`src/rtl/if_stage.sv`:
```
// Instruction-fetch stage: next-PC generation, instruction SRAM request and a
// one-entry instruction buffer that holds the fetched word across decode stalls.
module if_stage #(
    parameter logic [31:0] RESET_PC        = 32'hbfc00000,
    parameter int unsigned BR_BUS_WD       = 33,
    parameter int unsigned FS_TO_DS_BUS_WD = 64
) (
    input  logic                       clk,
    input  logic                       reset,
    input  logic                       ds_allowin,
    input  logic [BR_BUS_WD-1:0]       br_bus,
    output logic                       fs_to_ds_valid,
    output logic [FS_TO_DS_BUS_WD-1:0] fs_to_ds_bus,
    output logic                       inst_sram_en,
    output logic [3:0]                 inst_sram_wen,
    output logic [31:0]                inst_sram_addr,
    output logic [31:0]                inst_sram_wdata,
    input  logic [31:0]                inst_sram_rdata
);

    logic        to_fs_valid_q;
    logic        fs_valid_q,       fs_valid_d;
    logic [31:0] fs_pc_q,          fs_pc_d;
    logic        br_pending_q,     br_pending_d;
    logic [31:0] br_pend_target_q, br_pend_target_d;
    logic        inst_buf_valid_q, inst_buf_valid_d;
    logic [31:0] inst_buf_q,       inst_buf_d;

    logic        br_taken;
    logic [31:0] br_target;
    logic        fs_allowin;
    logic        issue;
    logic        pend_set;
    logic [31:0] nextpc;
    logic [31:0] fs_inst;

    assign br_taken   = br_bus[32];
    assign br_target  = br_bus[31:0];
    assign fs_allowin = !fs_valid_q || ds_allowin;
    assign issue      = to_fs_valid_q && fs_allowin;
    // A branch seen before its delay slot was fetched: fetch the slot now, target next.
    assign pend_set   = issue && br_taken && !fs_valid_q && !br_pending_q;

    always_comb begin
        if (br_pending_q) begin
            nextpc = br_pend_target_q;
        end else if (br_taken && fs_valid_q) begin
            nextpc = br_target;
        end else begin
            nextpc = 32'(fs_pc_q + 32'd4);
        end
    end

    always_comb begin
        fs_valid_d       = fs_valid_q;
        fs_pc_d          = fs_pc_q;
        br_pending_d     = br_pending_q;
        br_pend_target_d = br_pend_target_q;
        inst_buf_valid_d = inst_buf_valid_q;
        inst_buf_d       = inst_buf_q;

        if (issue) begin
            fs_valid_d   = 1'b1;
            fs_pc_d      = nextpc;
            br_pending_d = pend_set;
        end else if (fs_allowin) begin
            fs_valid_d = 1'b0;
        end

        if (pend_set) begin
            br_pend_target_d = br_target;
        end

        // SRAM data is only valid for one cycle, so park it while decode stalls.
        if (fs_valid_q && ds_allowin) begin
            inst_buf_valid_d = 1'b0;
        end else if (fs_valid_q && !inst_buf_valid_q) begin
            inst_buf_valid_d = 1'b1;
            inst_buf_d       = inst_sram_rdata;
        end
    end

    always_ff @(posedge clk or negedge reset) begin
        if (!reset) begin
            to_fs_valid_q    <= 1'b0;
            fs_valid_q       <= 1'b0;
            fs_pc_q          <= 32'(RESET_PC - 32'd4);
            br_pending_q     <= 1'b0;
            br_pend_target_q <= 32'd0;
            inst_buf_valid_q <= 1'b0;
            inst_buf_q       <= 32'd0;
        end else begin
            to_fs_valid_q    <= 1'b1;
            fs_valid_q       <= fs_valid_d;
            fs_pc_q          <= fs_pc_d;
            br_pending_q     <= br_pending_d;
            br_pend_target_q <= br_pend_target_d;
            inst_buf_valid_q <= inst_buf_valid_d;
            inst_buf_q       <= inst_buf_d;
        end
    end

    assign fs_inst         = inst_buf_valid_q ? inst_buf_q : inst_sram_rdata;
    assign fs_to_ds_valid  = fs_valid_q;
    assign fs_to_ds_bus    = {fs_pc_q, fs_inst};
    assign inst_sram_en    = issue;
    assign inst_sram_wen   = 4'b0000;
    assign inst_sram_addr  = nextpc;
    assign inst_sram_wdata = 32'd0;

endmodule
```
`config.mk`:
```
export PLATFORM = sky130hd
export DESIGN_NAME = if_stage
export DESIGN_NICKNAME = d
export VERILOG_FILES = /design/src/rtl/if_stage.sv
export SDC_FILE = /design/constraint.sdc
export NUM_CORES = 1
export LEC_CHECK = 0
export BUFFER_PORTS_ARGS = -buffer_cell sky130_fd_sc_hd__buf_2
export CORE_MARGIN = 3
export CORE_UTILIZATION = 48
export CTS_BUF_LIST = sky130_fd_sc_hd__clkbuf_4
export CTS_CLUSTER_SIZE = 30
export DETAILED_ROUTE_END_ITERATION = 6
export MAX_ROUTING_LAYER = met4
export PLACE_DENSITY = 0.76
export SLEW_MARGIN = 20
export SYNTH_ARGS = -nofsm -noshare
export SYNTH_HDL_FRONTEND = slang
export SYNTH_SLANG_ARGS = --single-unit
```
`constraint.sdc`:
```
create_clock -name clk -period 2.05 [get_ports clk]
set_input_delay 0.3075 -clock clk [delete_from_list [all_inputs] [get_ports clk]]
set_output_delay 0.3075 -clock clk [all_outputs]
set_load 0.01 [all_outputs]
```
After elaboration in Yosys (flattened, before gate mapping):

Cells that the tools add are included.

* reduce and logical (&&, ||, !) cells: 14
* bitwise operators: 1
* add/subtract/negate cells: 1
* multiplexer cells: 7

Operator list (count)
* 32-bit 2-to-1 mux: 3
* 32-bit by 3-bit adder with 32-bit output, second input constant: 1
* 1-bit logical AND: 7
* 1-bit 2-to-1 mux: 4
* 2-bit nonzero test: 2
* 1-bit logical NOT: 3
* 2-bit AND reduction: 1
* 1-bit logical OR: 1
* 1-bit inverter: 1

* register bits after elaboration: 100
* logic and storage cells: 30
* output and inout port bits: 134

Longest topological paths before layout:

Gate-level depths: netlist of run 1.

* depth after elaboration: 6
* depth in mapped cells: 8

Least setup slack after synthesis of run 1:

OpenSTA, ideal clock, no wires.

* path kind: register to output
* from: reg fs_pc_q[7]
* to: out inst_sram_addr[25]
* arrival: 2160 ps
* slack: -417 ps
* stages on the path, launching flop included: 7
* required time: 1742 ps
* cells stage by stage: dfstp_2 nand3_2 or4_4 buf_6 or3_4 xnor2_1 o21ai_0

* cells in the longest elaborated chain, start to end: 3

RTL lines
* start, declared: RTL line 23 `logic [31:0] fs_pc_q, fs_pc_d;`
* start signal, assigned: RTL line 87 `fs_pc_q <= 32'(RESET_PC - 32'd4);`
* start signal, assigned: RTL line 95 `fs_pc_q <= fs_pc_d;`
* 32-bit by 3-bit adder with 32-bit output: RTL line 50 `nextpc = 32'(fs_pc_q + 32'd4);`
* 32-bit 2-to-1 mux: RTL line 47 `end else if (br_taken && fs_valid_q) begin`
* 32-bit 2-to-1 mux: RTL line 45 `if (br_pending_q) begin`
* end, declared: RTL line 16 `output logic [31:0] inst_sram_addr,`

Every way passes these cells.

Final worst setup path of run 1:

* from: reg fs_pc_q[9]
* to: out inst_sram_addr[17]

Same word-level chain as after synthesis.

==> impl_results.md, run 1 <==
* Number of flops mapped to enable cells by yosys at 0
* Later-pin clock latency in the skew report at 490 ps
* DR vias at 5874
* Total track usage at 26.26%
* Total power at 8.140 mW
* Setup TNS at -17150 ps
* Hold endpoint: inst_buf_q[17]$_DFFE_PN0P_
* Internal power at 5.041 mW
* Syn Inst Count at 611
* Fin cells at 1046
* Reg2reg path depth at 15
* Achievable Freq at 357.7 MHz
* Worst hold path type: primary input to flip-flop
* Drt pass-1 iters at 5
* Iter 0 DRT Violations at 396
* CP max stage delay at 600 ps
* Violated checks: negative setup slack
* Sequential power share at 37.5%
* Die height at 119.3 µm
* Initial Utilization at 50.28%
* Post-layout min period at 2796 ps
* Worst reg2reg path startpoint: fs_pc_q[9]$_DFFE_PN1N_
* # DRC at 0
* Worst path top cell family by delay: simple AND/OR/NAND/NOR gates
* Mean Syn Cell Area at 10.09 µm²
* Final wirelength at 18850 µm
* Clock share of power at 13.7%
* Critical path buffers and inverters at 3
* CP cell instances: nand3_4 > or4_4 > buf_4 > buf_6 > nor2_4 > xnor2_2 > o21ai_1 > buf_2
* P&R area growth vs syn at 40.06%
* Clock-pin slew on the worst setup and hold paths at 170 ps
* RR Endpoint: fs_pc_q[21]$_DFFE_PN1N_
* Fin Hold WS at 50.99 ps
* Filler Cell Count at 882
* Core ar. at 0.01226 mm²
* RSZ-0062 raised after global routing: true
* Routed Antenna Nets at 0
* Clock skew at 12.99 ps
* # Max-Cap Violations at 0
* Global-route wire length before repair at 29330 µm
* DR top layer: met4
* Worst vdd ir at 0.5186 mV
* Htree depth at 3
* Placed cells at 992
* Sw power at 3.098 mW
* Yosys top cell area share at 29.23%
* Outcome: finished with violations
* Avg WL per Cell at 18.02 µm
* Met3 Wirelength at 1547 µm
* Largest net degree at the start of global routing at 43
* Fraction of layout cells with a size suffix above 1 at 58.31%
* Clk buf depth at 2
* Setup WS pre-CTS at -240.3 ps
* CP Max Fanout at 4
* Core Util, Final at 70.42%
* Antenna Cells at 0
* Top FF cell, synth: dfrtp_1
* CTS Root Cell: clkbuf_4
* Synth warn at 0
* Switch share at 38.07%
* Slew Viols, Final at 0
* Row cnt at 40
* Setup crit start kind: flip-flop
* Hold depth at 2
* Worst R2R Setup Slack at -630 ps
* Post-synth ARST share at 100.0%
* Crit path from: fs_pc_q[9]$_DFFE_PN1N_
* Post-synth cell types at 64
* Total grt overflow at 0
* Lkg Pwr at 3.919 nW
* Crit-path slowest cell: dfstp_2
* Hold_sp: inst_sram_rdata[17]
* Largest area contributor in the netlist: dfrtp_1
* Share of the yosys chip area belonging to registers at 41.16%
* Slew HR at 61.30%
* PwrDens at 942.7 mW/mm²
* Vias in the first global route at 6014
* Setup violators final at 31
* Combinational Power Share at 48.8%
* CTS buffer count at 9
* Endpoint class of the critical path: output port
* Largest cells by area after synthesis: dfrtp_1 29%, mux2_2 19%, dfstp_2 12%
* Final Cycle Share at 136.4%
* Critical Path AT at 2490 ps
* Most common cell in the netlist: mux2_2
* Die area at 0.01424 mm²
* WL met1 at 7480 µm
* Smallest setup slack after layout at -745.9 ps
* Final Wtd Congestion at 0.9423
* Req. time, crit path at 1740 ps
* Slew @ Worst Pin at 580.5 ps
* Mapped Area at 0.006165 mm²
* Port Buffer Count at 165
* Clock sinks at 100
* CTS tree: yes
* Hold Vio Cnt, Final at 0
* Boundary pin count at 202
* DP Area at 0.007762 mm²
* Layout Nets at 942
* Critical path class: flip-flop to output port
* Die W at 119.3 µm
* Post-synth top cells: 104 x mux2_2, 72 x dfrtp_1, 44 x a21oi_1, 43 x nand2_1, 36 x buf_4
* Via density at 5.616
* Initial antenna violation count at 0
* Met2 wire len at 9274 µm
* Fin area at 0.008635 mm²
* Yosys reg bits at 100
* Post-detail-place hpwl at 13130 µm
layout by cell type, fill, tap and decap left out, drive strengths merged, types with 4 or more instances in the layout:
master  count
nor3b       6
mux2      104
inv         8
nand4      15
a31oi      10
a21oi      44
nor2       30
and3        8
nand3      12
xor2        9
dfstp      28
nor4        5
nand2b     15
o22a        5
o31ai      13
or3         4
clkbuf     10
nor3        8
mux2i       6
xnor2      15
dfrtp      72
buf       292
o21ai      27
conb       37
nand2      44
and4        6
sequential cells by signal, indices dropped and copies added, names as in the netlist:
signal            count
br_pending_q          1
fs_pc_q              32
br_pend_target_q     32
fs_to_ds_valid        1
inst_buf_valid_q      1
inst_buf_q           32
to_fs_valid_q         1
worst max-delay path by stage:
stage / end / slack [ps] / depth (start not counted)
CTS: inst_sram_addr[25] / -730 / 6
global route: inst_sram_addr[17] / -840 / 8
global placement: inst_sram_addr[25] / -250 / 6
floorplan: inst_sram_addr[25] / -330 / 6
finish: inst_sram_addr[17] / -750 / 8
detailed placement: inst_sram_addr[25] / -240 / 6
metal layers:
metal / global-route usage [%] / vias up
met1: 30.73 / 2893
met2: 43.98 / 270
met5: - / -
li1: - / 2659
met4: 10.81 / 0
met3: 5.745 / 52
cell families after synthesis:
logic type,share of synthesized area [%]
buf+inv,7.997
mux,19.97
fa+ha+maj,0.2029
simple gates,14.17
compound gates,12.97
flops,41.16
xor+xnor,3.410
other cells,0.1218
layout make-up:
class	count	area, µm²	share of cell area (%)
timing repair buffer	294	2009	23.27
tap	168	210.2	2.434
sequential	100	2539	29.40
clock inverter	7	73.82	0.8549
multi-input combinational	461	3705	42.91
inverter	7	30.03	0.3478
clock buffer	9	67.56	0.7825
repair_timing:
item,in CTS,in global routing
cloned,1,1
hold buffers,1,0
endpoints found under the hold margin,19,0
resized for setup,48,46
buffers inserted,18,20
endpoints found under the setup margin,39,44
pin swaps,22,30
power by group through the flow:
stage               Sequential (mW)  Combinational [mW]  Clock (mW)
floorplan                      3.16                1.81           0
global placement               3.03                3.28           0
detailed placement             3.08                3.37           0
CTS                            3.04                3.67        1.14
global route                   3.13                4.27        1.22
finish                         3.06                3.97        1.11
Power figures use the tool's default switching activity.
==> run 2: changes to the inputs <==
--- a/config.mk
+++ b/config.mk
@@ -13,6 +13,7 @@
 export DETAILED_ROUTE_END_ITERATION = 6
 export MAX_ROUTING_LAYER = met4
 export PLACE_DENSITY = 0.76
+export RECOVER_POWER = 50
 export SLEW_MARGIN = 20
 export SYNTH_ARGS = -nofsm -noshare
 export SYNTH_HDL_FRONTEND = slang
==> run 2 against run 1 <==
Net effect: the flow still finishes with violations (negative setup slack); die area unchanged; non-clock buffer count did not move; worst setup slack worse by 0.64 ps; combinational power about the same; first-iteration DRC count is 5.1% lower; maximum frequency about the same; sequential share of layout area grew 0.17 points; cell area down 0.58%; sequential cell count stayed put; clock skew rose by 2.8 ps; critical endpoint unchanged.
==> impl_results.md, run 2 (same netlist as run 1, synthesis figures left out) <==
* Drt pass-1 iters at 5
* Global-route wire length before repair at 29330 µm
* Worst hold path type: primary input to flip-flop
* Die W at 119.3 µm
* Hold Vio Cnt, Final at 0
* Clock-pin slew on the worst setup and hold paths at 170 ps
* Post-layout min period at 2797 ps
* Clock skew at 15.77 ps
* Slew HR at 27.37%
* RSZ-0062 raised after global routing: true
* Core ar. at 0.01226 mm²
* Filler Cell Count at 889
* P&R area growth vs syn at 39.25%
* Violated checks: negative setup slack
* Endpoint class of the critical path: output port
* Clk buf depth at 2
* Fraction of layout cells with a size suffix above 1 at 57.74%
* PwrDens at 946.6 mW/mm²
* Htree depth at 3
* CP max stage delay at 600 ps
* Total track usage at 26.26%
* DP Area at 0.007762 mm²
* Largest registers: br_pend_target_q x32, fs_pc_q x32, inst_buf_q x32
* Iter 0 DRT Violations at 376
* Die height at 119.3 µm
* Setup violators final at 33
* Initial Utilization at 50.28%
* Post-detail-place hpwl at 13130 µm
* Later-pin clock latency in the skew report at 490 ps
* # Max-Cap Violations at 0
* Outcome: finished with violations
* Critical path class: flip-flop to output port
* Critical path buffers and inverters at 3
* Core Util, Final at 70.01%
* Slew Viols, Final at 0
* # DRC at 0
* Critical Path AT at 2490 ps
* Crit-path slowest cell: dfstp_2
* Via density at 5.618
* Worst vdd ir at 0.5205 mV
* Port Buffer Count at 165
* Lkg Pwr at 3.889 nW
* Row cnt at 40
* Avg WL per Cell at 18.03 µm
* Achievable Freq at 357.6 MHz
* Boundary pin count at 202
* CTS Root Cell: clkbuf_4
* Worst path top cell family by delay: simple AND/OR/NAND/NOR gates
* CTS tree: yes
* CP Max Fanout at 4
* Layout Nets at 942
* Final wirelength at 18860 µm
* Slew @ Worst Pin at 1089 ps
* Fin area at 0.008584 mm²
* Final Wtd Congestion at 0.9423
* Setup WS pre-CTS at -240.3 ps
* Routed Antenna Nets at 0
* Antenna Cells at 0
* Smallest setup slack after layout at -746.5 ps
* Final Cycle Share at 136.4%
* Total grt overflow at 0
* Largest net degree at the start of global routing at 43
* Total power at 8.126 mW
* Commonest non-fill, non-tap cells in the layout: 160 x buf_2, 102 x mux2_2, 96 x buf_4, 71 x dfrtp_1, 41 x nand2_1
* Die area at 0.01424 mm²
* Commonest non-fill, non-tap cell in the layout: buf_2
* Initial antenna violation count at 0
* CP cell instances: nand3_4 > or4_4 > buf_4 > buf_6 > nor2_4 > xnor2_2 > o21ai_1 > buf_2
* Req. time, crit path at 1740 ps
* DR vias at 5876
* Vias in the first global route at 6014
* Setup crit start kind: flip-flop
* CTS buffer count at 9
* Fin cells at 1046
* Placed cells at 992
* Clock sinks at 100
-- run 2: cell count changes in the layout (fill, tap and decap cells not counted) --
cell	change
clkbuf_1	+4
nor2_2	-1
nand2b_4	-1
buf_2	-2
nand2b_2	+1
nor2_1	+1
buf_4	-5
clkbuf_4	+2
buf_12	-2
clkbuf_2	+3
-- run 2: worst paths after layout --
check / cells after the start / slack (ps) / end / from
max: 8 / -750 / inst_sram_addr[17] / fs_pc_q[9]$_DFFE_PN1N_
min reg2reg: 1 / 520 / inst_buf_q[30]$_DFFE_PN0P_ / inst_buf_q[30]$_DFFE_PN0P_
max reg2reg: 15 / -640 / fs_pc_q[21]$_DFFE_PN1N_ / fs_pc_q[9]$_DFFE_PN1N_
max in group asynchronous: 3 / 300 / fs_pc_q[16]$_DFFE_PN1N_ / reset
min: 2 / 50 / inst_buf_q[17]$_DFFE_PN0P_ / inst_sram_rdata[17]
min in group asynchronous: 2 / 540 / br_pend_target_q[22]$_DFFE_PN0P_ / reset
-- run 2: what timing repair did --
item / in CTS / in global routing
gates resized for setup: 48 / 46
pin swaps: 22 / 30
hold buffers: 1 / 0
cloned: 1 / 1
setup buffers: 18 / 20
hold endpoints to repair: 19 / 0
endpoints found under the setup margin: 39 / 44
-- run 2: routing by layer --
metal | wire [µm] | part of all wire, % | global-route usage, %
met5 | 0 | 0 | -
met1 | 7483 | 40 | 30.73
met3 | 1561 | 8.3 | 5.745
met4 | 535 | 2.8 | 10.81
met2 | 9278 | 49 | 43.98
-- run 2: layout make-up --
type / count / area (µm²) / area share (%)
Tap cell: 168 / 210.2 / 2.449
Inverter: 7 / 30.03 / 0.3498
Multi-Input combinational cell: 461 / 3697 / 43.07
Clock inverter: 7 / 73.82 / 0.8599
Clock buffer: 9 / 67.56 / 0.7871
Timing Repair Buffer: 294 / 1967 / 22.91
Sequential cell: 100 / 2539 / 29.57
-- run 2: stage by stage --
| step | hold WS, ps | TNS [ps] |
|---|---|---|
| 2_1_floorplan | 11.91 | -3010 |
| 3_3_place_gp | 342.3 | -2922 |
| 3_5_place_dp | 348.8 | -3862 |
| 4_1_cts | 17.26 | -16670 |
| 5_1_grt | 18.96 | -21990 |
| 6_report | 47.41 | -17250 |
-- run 2: worst reg2reg max path, delay by kind of cell, from the launching register on --
kind / cells / cell delay (ps)
buffers and inverters: 10 / 970
AO/OA/AOI/OAI: 2 / 320
AND/OR/NAND/NOR: 3 / 720
flip-flops: 1 / 600
-- run 2: where the power goes --
part	total, mW	switching, mW	internal [mW]
clock network	1.12	0.739	0.379
registers	3.06	0.421	2.63
logic	3.95	1.94	2.01
total	8.13	3.10	5.02
==> run 3: changes to the inputs <==
--- a/config.mk
+++ b/config.mk
@@ -6,13 +6,14 @@
 export NUM_CORES = 1
 export LEC_CHECK = 0
 export BUFFER_PORTS_ARGS = -buffer_cell sky130_fd_sc_hd__buf_2
+export CORE_ASPECT_RATIO = 1.4
 export CORE_MARGIN = 3
-export CORE_UTILIZATION = 48
+export CORE_UTILIZATION = 40
 export CTS_BUF_LIST = sky130_fd_sc_hd__clkbuf_4
 export CTS_CLUSTER_SIZE = 30
 export DETAILED_ROUTE_END_ITERATION = 6
 export MAX_ROUTING_LAYER = met4
-export PLACE_DENSITY = 0.76
+export PLACE_DENSITY = 0.65
 export RECOVER_POWER = 50
 export SLEW_MARGIN = 20
 export SYNTH_ARGS = -nofsm -noshare
==> run 3 against run 2 <==
Net effect: the run still ends with negative setup slack left; combinational power decreased by 10%; worst hold slack better by 8.9 ps; critical path depth did not move; register-to-register slack improved by 540 ps; clock skew grew 7.9 ps; global-route usage shrank 5.2 points; critical path type unchanged; largest cell class unchanged; largest power group unchanged.
==> impl_results.md, run 3 (same netlist as run 1, synthesis figures left out) <==
* Setup violators final at 34
* Final Wtd Congestion at 0.8726
* Row cnt at 53
* # Max-Cap Violations at 0
* Clock skew at 23.64 ps
* RSZ-0062 raised after global routing: true
* Layout Nets at 923
* Initial Utilization at 40.95%
* Clock share of power at 13.9%
* Slew HR at 31.54%
* Slew @ Worst Pin at 1027 ps
* # DRC at 0
* Fraction of layout cells with a size suffix above 1 at 55.18%
* Worst hold path type: primary input to flip-flop
* Hold_sp: inst_sram_rdata[17]
* Clk buf depth at 2
* CP Max Fanout at 4
* Die W at 110.9 µm
* Commonest non-fill, non-tap cells in the layout: 159 x buf_2, 103 x mux2_2, 89 x buf_4, 70 x dfrtp_1, 42 x nand2_1
* Core ar. at 0.01505 mm²
* Req. time, crit path at 1740 ps
* Clock-pin slew on the worst setup and hold paths at 180 ps
* Sw power at 2.954 mW
* DR vias at 5564
* Vias in the first global route at 5611
* CTS tree: yes
* Combinational Power Share at 46.4%
* Critical path class: flip-flop to output port
* Global-route wire length before repair at 28360 µm
* Die area at 0.01696 mm²
* Initial antenna violation count at 2
* Iter 0 DRT Violations at 237
* CP cell instances: nand4_4 > or4_4 > buf_4 > buf_6 > nor2_4 > xnor2_2 > o21ai_1 > buf_2
* P&R area growth vs syn at 34.69%
* CP max stage delay at 610 ps
* Largest registers: br_pend_target_q x32, fs_pc_q x32, inst_buf_q x32
* Lkg Pwr at 3.760 nW
* Routed Antenna Nets at 0
* Hold Vio Cnt, Final at 0
* PwrDens at 918.8 mW/mm²
* Total track usage at 21.05%
* Final Cycle Share at 137.7%
* CTS Root Cell: clkbuf_4
* Achievable Freq at 354.2 MHz
* Commonest non-fill, non-tap cell in the layout: buf_2
* Largest net degree at the start of global routing at 42
* Clock sinks at 100
* Htree depth at 3
* Worst reg2reg path startpoint: fs_pc_q[2]$_DFFE_PN1N_
* Switch share at 38.72%
* Endpoint class of the critical path: output port
* Post-detail-place hpwl at 13100 µm
* Final wirelength at 17840 µm
* Smallest setup slack after layout at -773.5 ps
* Setup crit start kind: flip-flop
* Outcome: finished with violations
* CTS buffer count at 9
* Critical Path AT at 2520 ps
* Drt pass-1 iters at 5
* Die height at 152.9 µm
* Post-layout min period at 2823 ps
* Boundary pin count at 202
* Violated checks: negative setup slack
* Filler Cell Count at 1365
* Slew Viols, Final at 0
* Core Util, Final at 55.16%
* Port Buffer Count at 165
* Crit-path slowest cell: dfstp_2
* Later-pin clock latency in the skew report at 480 ps
* Internal power at 4.675 mW
* Crit path from: fs_pc_q[2]$_DFFE_PN1N_
* Via density at 5.284
* Fin Hold WS at 56.27 ps
* Sequential power share at 39.7%
* Avg WL per Cell at 16.94 µm
* Worst vdd ir at 0.4027 mV
* Total grt overflow at 0
-- run 3: cell types whose count changed in the layout (fill, tap and decap cells not counted), sizes merged --
| cell | previous run | this run |
|---|---|---|
| buf | 283 | 261 |
| clkinv | 3 | 1 |
| bufbuf | 0 | 1 |
| clkinvlp | 2 | 0 |
| clkbuf | 19 | 21 |
| inv | 8 | 13 |
| bufinv | 1 | 0 |
| diode | 0 | 2 |
-- run 3: area by class of cell --
| type | instances | area [µm²] | share of cell area, % |
|---|---|---|---|
| clock buffer | 9 | 67.56 | 0.8137 |
| tap | 192 | 240.2 | 2.893 |
| clock inverter | 7 | 63.81 | 0.7685 |
| timing repair buffer | 275 | 1772 | 21.34 |
| antenna | 2 | 5.005 | 0.06028 |
| inverter | 7 | 28.78 | 0.3466 |
| sequential | 100 | 2540 | 30.59 |
| multi-input combinational | 461 | 3586 | 43.19 |
-- run 3: metal layers --
layer,GRT usage (%),wire [µm]
met1,23.60,6891
met2,37.24,9528
met3,4.040,995
met4,7.512,423
met5,-,0
-- run 3: worst paths after layout --
check                                        endpoint  slack (ps)  cells past startpoint
min in group asynchronous   inst_buf_q[5]$_DFFE_PN0P_         520                      2
setup reg to reg              fs_pc_q[21]$_DFFE_PN1N_        -100                      8
setup / recovery                   inst_sram_addr[17]        -770                      8
hold / removal             inst_buf_q[17]$_DFFE_PN0P_          60                      2
hold reg to reg             inst_buf_q[7]$_DFFE_PN0P_         530                      1
max in group asynchronous    br_pending_q$_DFFE_PN0N_         190                      3
-- run 3: power by group through the flow --
stage	Sequential (mW)	Clock [mW]	Combinational (mW)
finish	3.03	1.06	3.54
global route	3.11	1.18	3.83
CTS	3.03	1.10	3.51
detailed placement	3.07	0	3.33
global placement	3.03	0	3.27
floorplan	3.16	0	1.81
-- run 3: timing repair --
item,in CTS,in global routing
hold buffers,1,0
endpoints found under the setup margin,39,43
hold endpoints to repair,26,0
gates cloned,1,0
pin swaps,24,18
setup buffers,12,9
gates resized for setup,48,20
-- run 3: through the flow --
step	setup WS [ps]	power, mW	setup TNS, ps	cells	instance area, µm²
after detailed placement	-304.3	6.408	-4130	1012	7737
after floorplan	-334.1	4.967	-3010	646	6394
final	-773.5	7.628	-16340	1053	8303
after CTS	-796.9	7.639	-16780	1042	8185
after global placement	-308.6	6.293	-3285	1012	7737
after global routing	-880.6	8.119	-21430	1053	8303
-- run 3: critical path, delay by kind of cell (launching register included) --
| family | cells | cell delay (ps) |
|---|---|---|
| and+or+nand+nor | 3 | 770 |
| buffers and inverters | 3 | 440 |
| xor gates and xnor gates | 1 | 130 |
| AOI/OAI and AO/OA | 1 | 80 |
| DFF | 1 | 610 |
